File: src/rtl/irq_priority_resolver.sv
// irq_priority_resolver
//   Interrupt request / in-service / priority stage of an 8259A-style controller.
//   Holds IRR and ISR, resolves the highest-priority unmasked request against the
//   current in-service level with a rotatable lowest-priority pointer, and tracks
//   the two-pulse INTA acknowledge sequence.
// Ports
//   clk, rst_n        clock, asynchronous active-low reset
//   init              synchronous clear, same effect as reset
//   ir_in             raw IR0..IR7 request lines (synchronous to clk)
//   ltim              1 = level triggered, 0 = edge triggered
//   imr               interrupt mask (masked lines still latch into IRR)
//   inta_n            interrupt acknowledge, active low
//   eoi, aeoi, rotate end-of-interrupt pulse, auto-EOI mode, rotate-on-EOI
//   int_request       unmasked request outranks current in-service level
//   interrupt_number  resolved IR index, frozen during acknowledge
//   irr, isr          request and in-service registers
//   inta_count        0 idle, 1 after first INTA, 2 after second INTA
module irq_priority_resolver #(
   parameter int unsigned NUM_IR   = 8,
   parameter int unsigned RESET_LP = 7
) (
   input  logic                       clk,
   input  logic                       rst_n,
   input  logic                       init,
   input  logic [NUM_IR-1:0]          ir_in,
   input  logic                       ltim,
   input  logic [NUM_IR-1:0]          imr,
   input  logic                       inta_n,
   input  logic                       eoi,
   input  logic                       aeoi,
   input  logic                       rotate,
   output logic                       int_request,
   output logic [$clog2(NUM_IR)-1:0]  interrupt_number,
   output logic [NUM_IR-1:0]          irr,
   output logic [NUM_IR-1:0]          isr,
   output logic [1:0]                 inta_count
);

   localparam int unsigned IdxW = $clog2(NUM_IR);

   typedef enum logic [1:0] {StIdle = 2'd0, StAck1 = 2'd1, StAck2 = 2'd2} state_e;

   state_e            state_q, state_d;
   logic [NUM_IR-1:0] irr_q, irr_d, isr_q, isr_d, ir_prev_q, ir_prev_d;
   logic [IdxW-1:0]   lp_q, lp_d, num_q, num_d;
   logic              req_q, req_d, inta_prev_q, inta_prev_d;

   logic [IdxW:0]     cand, svc;
   logic              cand_valid, svc_valid, cand_outranks;
   logic [IdxW-1:0]   cand_idx, svc_idx;
   logic              inta_fall, inta_rise;

   // Returns {valid, index} of the highest-priority set bit; priority runs lp+1 .. lp.
   function automatic logic [IdxW:0] find_hi(input logic [NUM_IR-1:0] req,
                                             input logic [IdxW-1:0]   lp);
      logic [IdxW-1:0] idx;
      find_hi = '0;
      // Walk from lowest to highest priority so the highest one found wins.
      for (int i = NUM_IR; i >= 1; i--) begin
         idx = lp + IdxW'(i);
         if (req[idx]) find_hi = {1'b1, idx};
      end
   endfunction

   // Rank 0 is the highest priority level for the given lp.
   function automatic logic [IdxW-1:0] rank(input logic [IdxW-1:0] idx,
                                            input logic [IdxW-1:0] lp);
      rank = idx - lp - IdxW'(1);
   endfunction

   always_comb begin
      cand          = find_hi(irr_q & ~imr, lp_q);
      svc           = find_hi(isr_q, lp_q);
      cand_valid    = cand[IdxW];
      cand_idx      = cand[IdxW-1:0];
      svc_valid     = svc[IdxW];
      svc_idx       = svc[IdxW-1:0];
      cand_outranks = rank(cand_idx, lp_q) < rank(svc_idx, lp_q);
      inta_fall     = inta_prev_q & ~inta_n;
      inta_rise     = ~inta_prev_q & inta_n;
   end

   always_comb begin
      state_d     = state_q;
      isr_d       = isr_q;
      lp_d        = lp_q;
      num_d       = num_q;
      ir_prev_d   = ir_in;
      inta_prev_d = inta_n;
      if (ltim) begin
         irr_d = ir_in;
      end else begin
         // Edge mode: set on rising edge, dropped if the line falls before acceptance.
         irr_d = (irr_q & ir_in) | (ir_in & ~ir_prev_q);
      end

      // EOI clears against the ISR as it was before this edge.
      if (eoi && svc_valid) begin
         isr_d[svc_idx] = 1'b0;
         if (rotate) lp_d = svc_idx;
      end

      unique case (state_q)
         StIdle: begin
            if (inta_fall) begin
               state_d = StAck1;
               if (cand_valid) begin
                  isr_d[cand_idx] = 1'b1;
                  irr_d[cand_idx] = 1'b0;
                  num_d           = cand_idx;
               end else begin
                  num_d = '1;  // spurious acknowledge
               end
            end else if (cand_valid) begin
               num_d = cand_idx;
            end
         end
         StAck1: begin
            if (inta_fall) state_d = StAck2;
         end
         StAck2: begin
            if (inta_rise) begin
               state_d = StIdle;
               if (aeoi) begin
                  isr_d[num_q] = 1'b0;
                  if (rotate) lp_d = num_q;
               end
            end
         end
         default: state_d = StIdle;
      endcase

      req_d = (state_d == StIdle) && cand_valid && ((isr_q == '0) || cand_outranks);

      if (init) begin
         state_d     = StIdle;
         irr_d       = '0;
         isr_d       = '0;
         lp_d        = IdxW'(RESET_LP);
         num_d       = '0;
         req_d       = 1'b0;
         ir_prev_d   = '0;
         inta_prev_d = 1'b1;
      end
   end

   always_ff @(posedge clk or negedge rst_n) begin
      if (!rst_n) begin
         state_q     <= StIdle;
         irr_q       <= '0;
         isr_q       <= '0;
         lp_q        <= IdxW'(RESET_LP);
         num_q       <= '0;
         req_q       <= 1'b0;
         ir_prev_q   <= '0;
         inta_prev_q <= 1'b1;
      end else begin
         state_q     <= state_d;
         irr_q       <= irr_d;
         isr_q       <= isr_d;
         lp_q        <= lp_d;
         num_q       <= num_d;
         req_q       <= req_d;
         ir_prev_q   <= ir_prev_d;
         inta_prev_q <= inta_prev_d;
      end
   end

   assign int_request      = req_q;
   assign interrupt_number = num_q;
   assign irr              = irr_q;
   assign isr              = isr_q;
   assign inta_count       = state_q;

endmodule
File: config.mk
export PLATFORM = sky130hd
export DESIGN_NAME = irq_priority_resolver
export DESIGN_NICKNAME = d
export VERILOG_FILES = /design/src/rtl/irq_priority_resolver.sv
export SDC_FILE = /design/constraint.sdc
export NUM_CORES = 1
export LEC_CHECK = 0
export ABC_AREA = 1
export CORE_MARGIN = 10
export CORE_UTILIZATION = 30
export DETAILED_ROUTE_END_ITERATION = 6
export SKIP_CTS_REPAIR_TIMING = 1
export SLEW_MARGIN = 10
export SYNTH_ARGS = -nofsm -noshare
export SYNTH_HDL_FRONTEND = slang
export SYNTH_SLANG_ARGS = --single-unit
File: constraint.sdc
create_clock -name clk -period 4.8 [get_ports clk]
set_clock_uncertainty 0.2 [all_clocks]
set_input_delay 0.96 -clock clk [delete_from_list [all_inputs] [get_ports clk]]
set_output_delay 0.96 -clock clk [all_outputs]
set_load 0.02 [all_outputs]
### Yosys cells after proc, flatten, opt, wreduce, memory -nomap -nowiden

Index checks and enable logic that the tools add are counted.

| word-level totals | value |
|---|---|
| flip-flop bits (word level) | 34 |
| latch bits | 0 |
| bits in writable memories | 0 |
| bits in read-only memories | 0 |
| input port bits | 24 |
| memories | 0 |

| operators by class | value |
|---|---|
| add/sub/neg operators | 11 |
| multipliers | 0 |
| div/mod/pow operators | 0 |
| magnitude comparators | 15 |
| equal/unequal tests | 2 |
| shifts and indexed selects | 0 |
| multiplexer cells | 86 |
| bitwise logic cells | 17 |
| reduce and logical (&&, ||, !) cells | 13 |

Operators with widths:

| operator | count |
|---|---|
| $mux 8 | 12 |
| $mux 4 | 16 |
| $and 8x8->8 | 6 |
| $bmux 1 s3 | 16 |
| $lt 3x4->1 const B | 11 |
| $not 8->8 | 5 |
| $mux 3 | 12 |
| $mux 1 | 21 |
| $or 8x8->8 | 2 |
| $pmux 8 s2 | 1 |
| $add 3x3->3 const B | 4 |
| $demux 1 s3 | 3 |
| $ge 3x1->1 const B | 3 |
| $logic_not 8->1 | 1 |
| $mux 2 | 4 |
| $add 3x2->3 const B | 2 |
| $logic_and 1x1->1 | 6 |
| $pmux 2 s3 | 1 |
| $sub 3x1->3 const B | 2 |
| $sub 3x3->3 | 2 |
| $logic_not 2->1 | 2 |
| $add 3x1->3 const B | 1 |
| $lt 3x3->1 | 1 |
| $reduce_bool 3->1 | 1 |
| 7 further kinds | 9 |

### Depth between registers and ports, before layout

Gate-level depths: netlist of run 1.

| logic depth | value |
|---|---|
| word-level depth | 22 |
| depth in mapped cells | 26 |

### Worst setup path after synthesis of run 1

OpenSTA, ideal clock, no wires.

| timing | value |
|---|---|
| path type | reg-to-reg |
| start | register lp_q[0] |
| end | register req_q, in the netlist int_request |
| setup time | 94 ps |
| arrival time | 3700 ps |
| required time | 4506 ps |
| setup slack | 806 ps |
| cell stages (with the launch flop) | 26 |
| buffers on the path | 3 |
| path through | dfstp_2 buf_6 inv_6 buf_6 ha_1 inv_1 buf_2 nand3_1 nand3_1 nand2_2 nand2_1 nand2_1 nand2_1 nand2_1 nand2_1 nand2_1 nand2_2 nand2_2 ha_1 fa_1 xnor2_1 xor2_1 ha_1 a21oi_1 nand2_1 a211oi_1 |

| on the way | value |
|---|---|
| longest elaborated chain between the ends | 16 |

Ends and longest elaborated chain:

| item | line | RTL |
|---|---|---|
| from (decl) | 45 | `logic [IdxW-1:0] lp_q, lp_d, num_q, num_d;` |
| from (signal assigned) | 152 | `lp_q <= IdxW'(RESET_LP);` |
| from (signal assigned) | 161 | `lp_q <= lp_d;` |
| $add 3x3->3 or $bmux 1 s3 (tied branches) | 60, 61 |  |
| $bmux 1 s3 or $mux 1 (tied branches) | 61 | `if (req[idx]) find_hi = {1'b1, idx};` |
| $mux 1 (not written as such) or $mux 4 (tied branches) | 61 |  |
| $mux 4 (7 in series) | 61 |  |
| $sub 3x3->3 | 68 | `rank = idx - lp - IdxW'(1);` |
| $sub 3x1->3 | 68 |  |
| $lt 3x3->1 | 78 | `cand_outranks = rank(cand_idx, lp_q) < rank(svc_idx, lp_q);` |
| $logic_or 1x1->1 | 133 | `req_d = (state_d == StIdle) && cand_valid && ((isr_q == '0) \|\| cand_outranks);` |
| $logic_and 1x1->1 (*) | 133 |  |
| $mux 1 (*) | 135 | `if (init) begin` |
| via req_d | 46 | `logic req_q, req_d, inta_prev_q, inta_prev_d;` |
| to (signal assigned) | 163 | `req_q <= req_d;` |
| to (decl) | 46 |  |

The timed path passes the listed nets; every way through them passes the cells marked *. The select of a mux whose other input is x is not followed.
A chain may end at the register's enable or synchronous reset.

### Final worst setup path of run 1

Same ends and word-level chain as after synthesis.

==> qor.csv, run 1 <==
metric,value,unit
run status,completed,
crit start category,register,
Yosys Warn Count,0,
DR vias/cell,4.938,
root buf cell,clkbuf_8,
max_cap viols,0,
GR Util All Layers,12.98,%
Num CTS Buffers,5,
initial drt markers,149,
#FFs+latches synth,34,
# DRC,0,
post-synthesis sequential area ratio,27.78,%
share of cells above drive strength 1,11.09,%
critical path capture point,int_request$_DFF_PN0_,
antenna-violating nets left,0,
Area contributors post-synth,"dfrtp_1 24%, nand3_1 15%, nand2_1 14%",
RSZ-0062 raised after global routing,no,
DRT Pass-1 Iters,4,
Synth top cells by count,"113 x nand2_1, 90 x nand3_1, 64 x inv_1, 44 x nor2_1, 30 x dfrtp_1",
"area leader, netlist",dfrtp_1,
final slew viol count,0,
setup ws final,0.4265,ns
I/O pins,46,
drt total wl,9313,um
CTS tree,yes,
Die Span Y,121.3,um
RR Endpoint,int_request$_DFF_PN0_,
"CTS clk-pin slew, worst paths",0.07,ns
Synth cell types,38,
Worst setup EP type,register,
CP Max Fanout,24,
CP Data Required Time,4.79,ns
Synth top area share,24.37,%
Post-synth EDFFs,0,
TNS Setup,0,ns
CP Launch Point,lp_q[0]$_DFF_PN1_,
initial antenna violation count,0,
n_diodes,0,
routability congestion estimate,0.9394,
path type of the worst setup path,register to register,
die area,14720,um^2
Cells after Synth,476,
Bufs on Longest Clock Path,2,
final setup violation count,0,
largest net degree at the start of global routing,35,
Placed Instance Area,3642,um^2
Worst R2R Setup Slack,0.43,ns
Worst Hold Path Cells,3,
ys async rst share,100.0,%
port buffer count,45,
Highest Clock Rate,228.7,MHz
number of clock sinks,34,
top-count cell post-synth,nand2_1,
final design utilization,37.71,%
Worst R2R Path Depth,22,
vias in the first global route,3293,
global-route wire length before repair,15730,um
syn nets,508,
initial core utilization,31.09,%
clock insertion delay at the later pin of the skew report,0.29,ns
Fin. Hold Viols,0,
Final Cycle Share,91.11,%
syn avg cell area,6.472,um^2
number of H-tree levels,2,
Post-Syn Area,3080,um^2
r2r startpoint,lp_q[0]$_DFF_PN1_,
die width,121.3,um
P&R area growth vs syn,21.32,%
WP data arrival,4.36,ns
number of nets in the layout,554,
relative slew slack,47.64,%
Synth Flop Type,dfrtp_1,
WL/cell,14.20,um
Slew @ Worst Pin,0.7830,ns
detailed placement HPWL,7457,um
row count,36,
HP Class,register to register,
final instance area,3737,um^2
min Tclk post-route,4.373,ns
Place WS,0.3698,ns
total gr overflow,0,
vias,3239,
CORE AREA,9910,um^2
area by class of cell:
class                   instances  area (um^2)
clock inverters                 2        12.51
inverters                      72        275.3
multi-input cells             358         1849
flip-flops and latches         34        855.8
clock buffers                   6        82.58
repair buffers                 51        495.5
fillers                      1092         6172
well taps                     133        166.4
state kept, by name (all words and copies together) (netlist names):
name,cells
inta_prev_q,1
irr,8
isr,8
lp_q,3
inta_count,2
int_request,1
ir_prev_q,8
interrupt_number,3
worst min-delay path by stage:
| stage | from | end | slack [ns] |
|---|---|---|---|
| detailed placement | ir_prev_q[3]$_DFF_PN0_ | irr[3]$_DFF_PN0_ | 0.30 |
| floorplan | ir_prev_q[7]$_DFF_PN0_ | irr[7]$_DFF_PN0_ | 0.28 |
| global placement | ir_prev_q[2]$_DFF_PN0_ | irr[2]$_DFF_PN0_ | 0.29 |
| global route | ir_prev_q[3]$_DFF_PN0_ | irr[3]$_DFF_PN0_ | 0.34 |
| finish | ir_prev_q[3]$_DFF_PN0_ | irr[3]$_DFF_PN0_ | 0.31 |
| CTS | ir_prev_q[3]$_DFF_PN0_ | irr[3]$_DFF_PN0_ | 0.31 |
placed cells by master, fill, tap and decap left out, types with 2 or more instances in the layout:
cell	count
nand2_1	113
nand3_1	90
inv_1	64
clkdlybuf4s50_1	45
nor2_1	44
dfrtp_1	30
a21oi_1	24
nand2_2	12
nand3_2	11
o21ai_0	9
nor3_1	8
o21ai_1	8
inv_2	7
a21boi_0	6
ha_1	6
clkbuf_8	6
buf_4	6
xor2_1	4
dfstp_2	4
o22ai_1	3
xnor2_1	3
a21oi_2	2
fa_1	2
cell families after synthesis:
kind of cell,Yosys count,synth area share [%]
and+or+nand+nor,286,43.18
AOI/OAI and AO/OA,55,10.07
xor gates and xnor gates,9,3.047
adders and majority gates,8,3.737
DFF,34,27.78
buffers and inverters,84,12.19
layer usage:
layer / share of wire, % / vias up / GRT usage (%)
li1: - / 1634 / -
met3: 5.1 / 25 / 2.047
met1: 43 / 1485 / 15.51
met4: 2.9 / 0 / 5.067
met2: 49 / 95 / 22.67
met5: 0 / - / 0
critical path: stages, from the launching register on:
cell and delay, ns:
dfstp_2 0.57, inv_6 0.10, ha_1 0.32, inv_1 0.41, nand3_1 0.18, nand3_1 0.16
nand2_1 0.12, nand2_1 0.09, nand2_1 0.05, nand2_1 0.06, nand2_1 0.05, nand2_1 0.05
nand2_1 0.04, nand2_1 0.09, nand2_2 0.10, ha_1 0.21, fa_1 0.40, xor2_1 0.16
xor2_1 0.17, ha_1 0.29, a21oi_1 0.16, nand2_1 0.07, a211oi_1 0.23
metrics by stage:
step / std cells / hold WS [ns]
final: 656 / 0.3062
after global routing: 656 / 0.3423
after CTS: 656 / 0.3114
after detailed placement: 648 / 0.2989
after global placement: 648 / 0.2923
after floorplan: 476 / 0.2814
Power of run 1 is not shown: default switching activity piles up to over one toggle a cycle in this logic, so the estimate is an artifact.
==> run 2: changes to the inputs <==
--- a/config.mk
+++ b/config.mk
@@ -10,7 +10,6 @@
 export CORE_UTILIZATION = 30
 export DETAILED_ROUTE_END_ITERATION = 6
 export SKIP_CTS_REPAIR_TIMING = 1
-export SLEW_MARGIN = 10
 export SYNTH_ARGS = -nofsm -noshare
 export SYNTH_HDL_FRONTEND = slang
 export SYNTH_SLANG_ARGS = --single-unit
==> results of run 2 <==
Final layout, timing and power as in run 1 (identical DEF).
Power of run 2 is left out for the same reason.
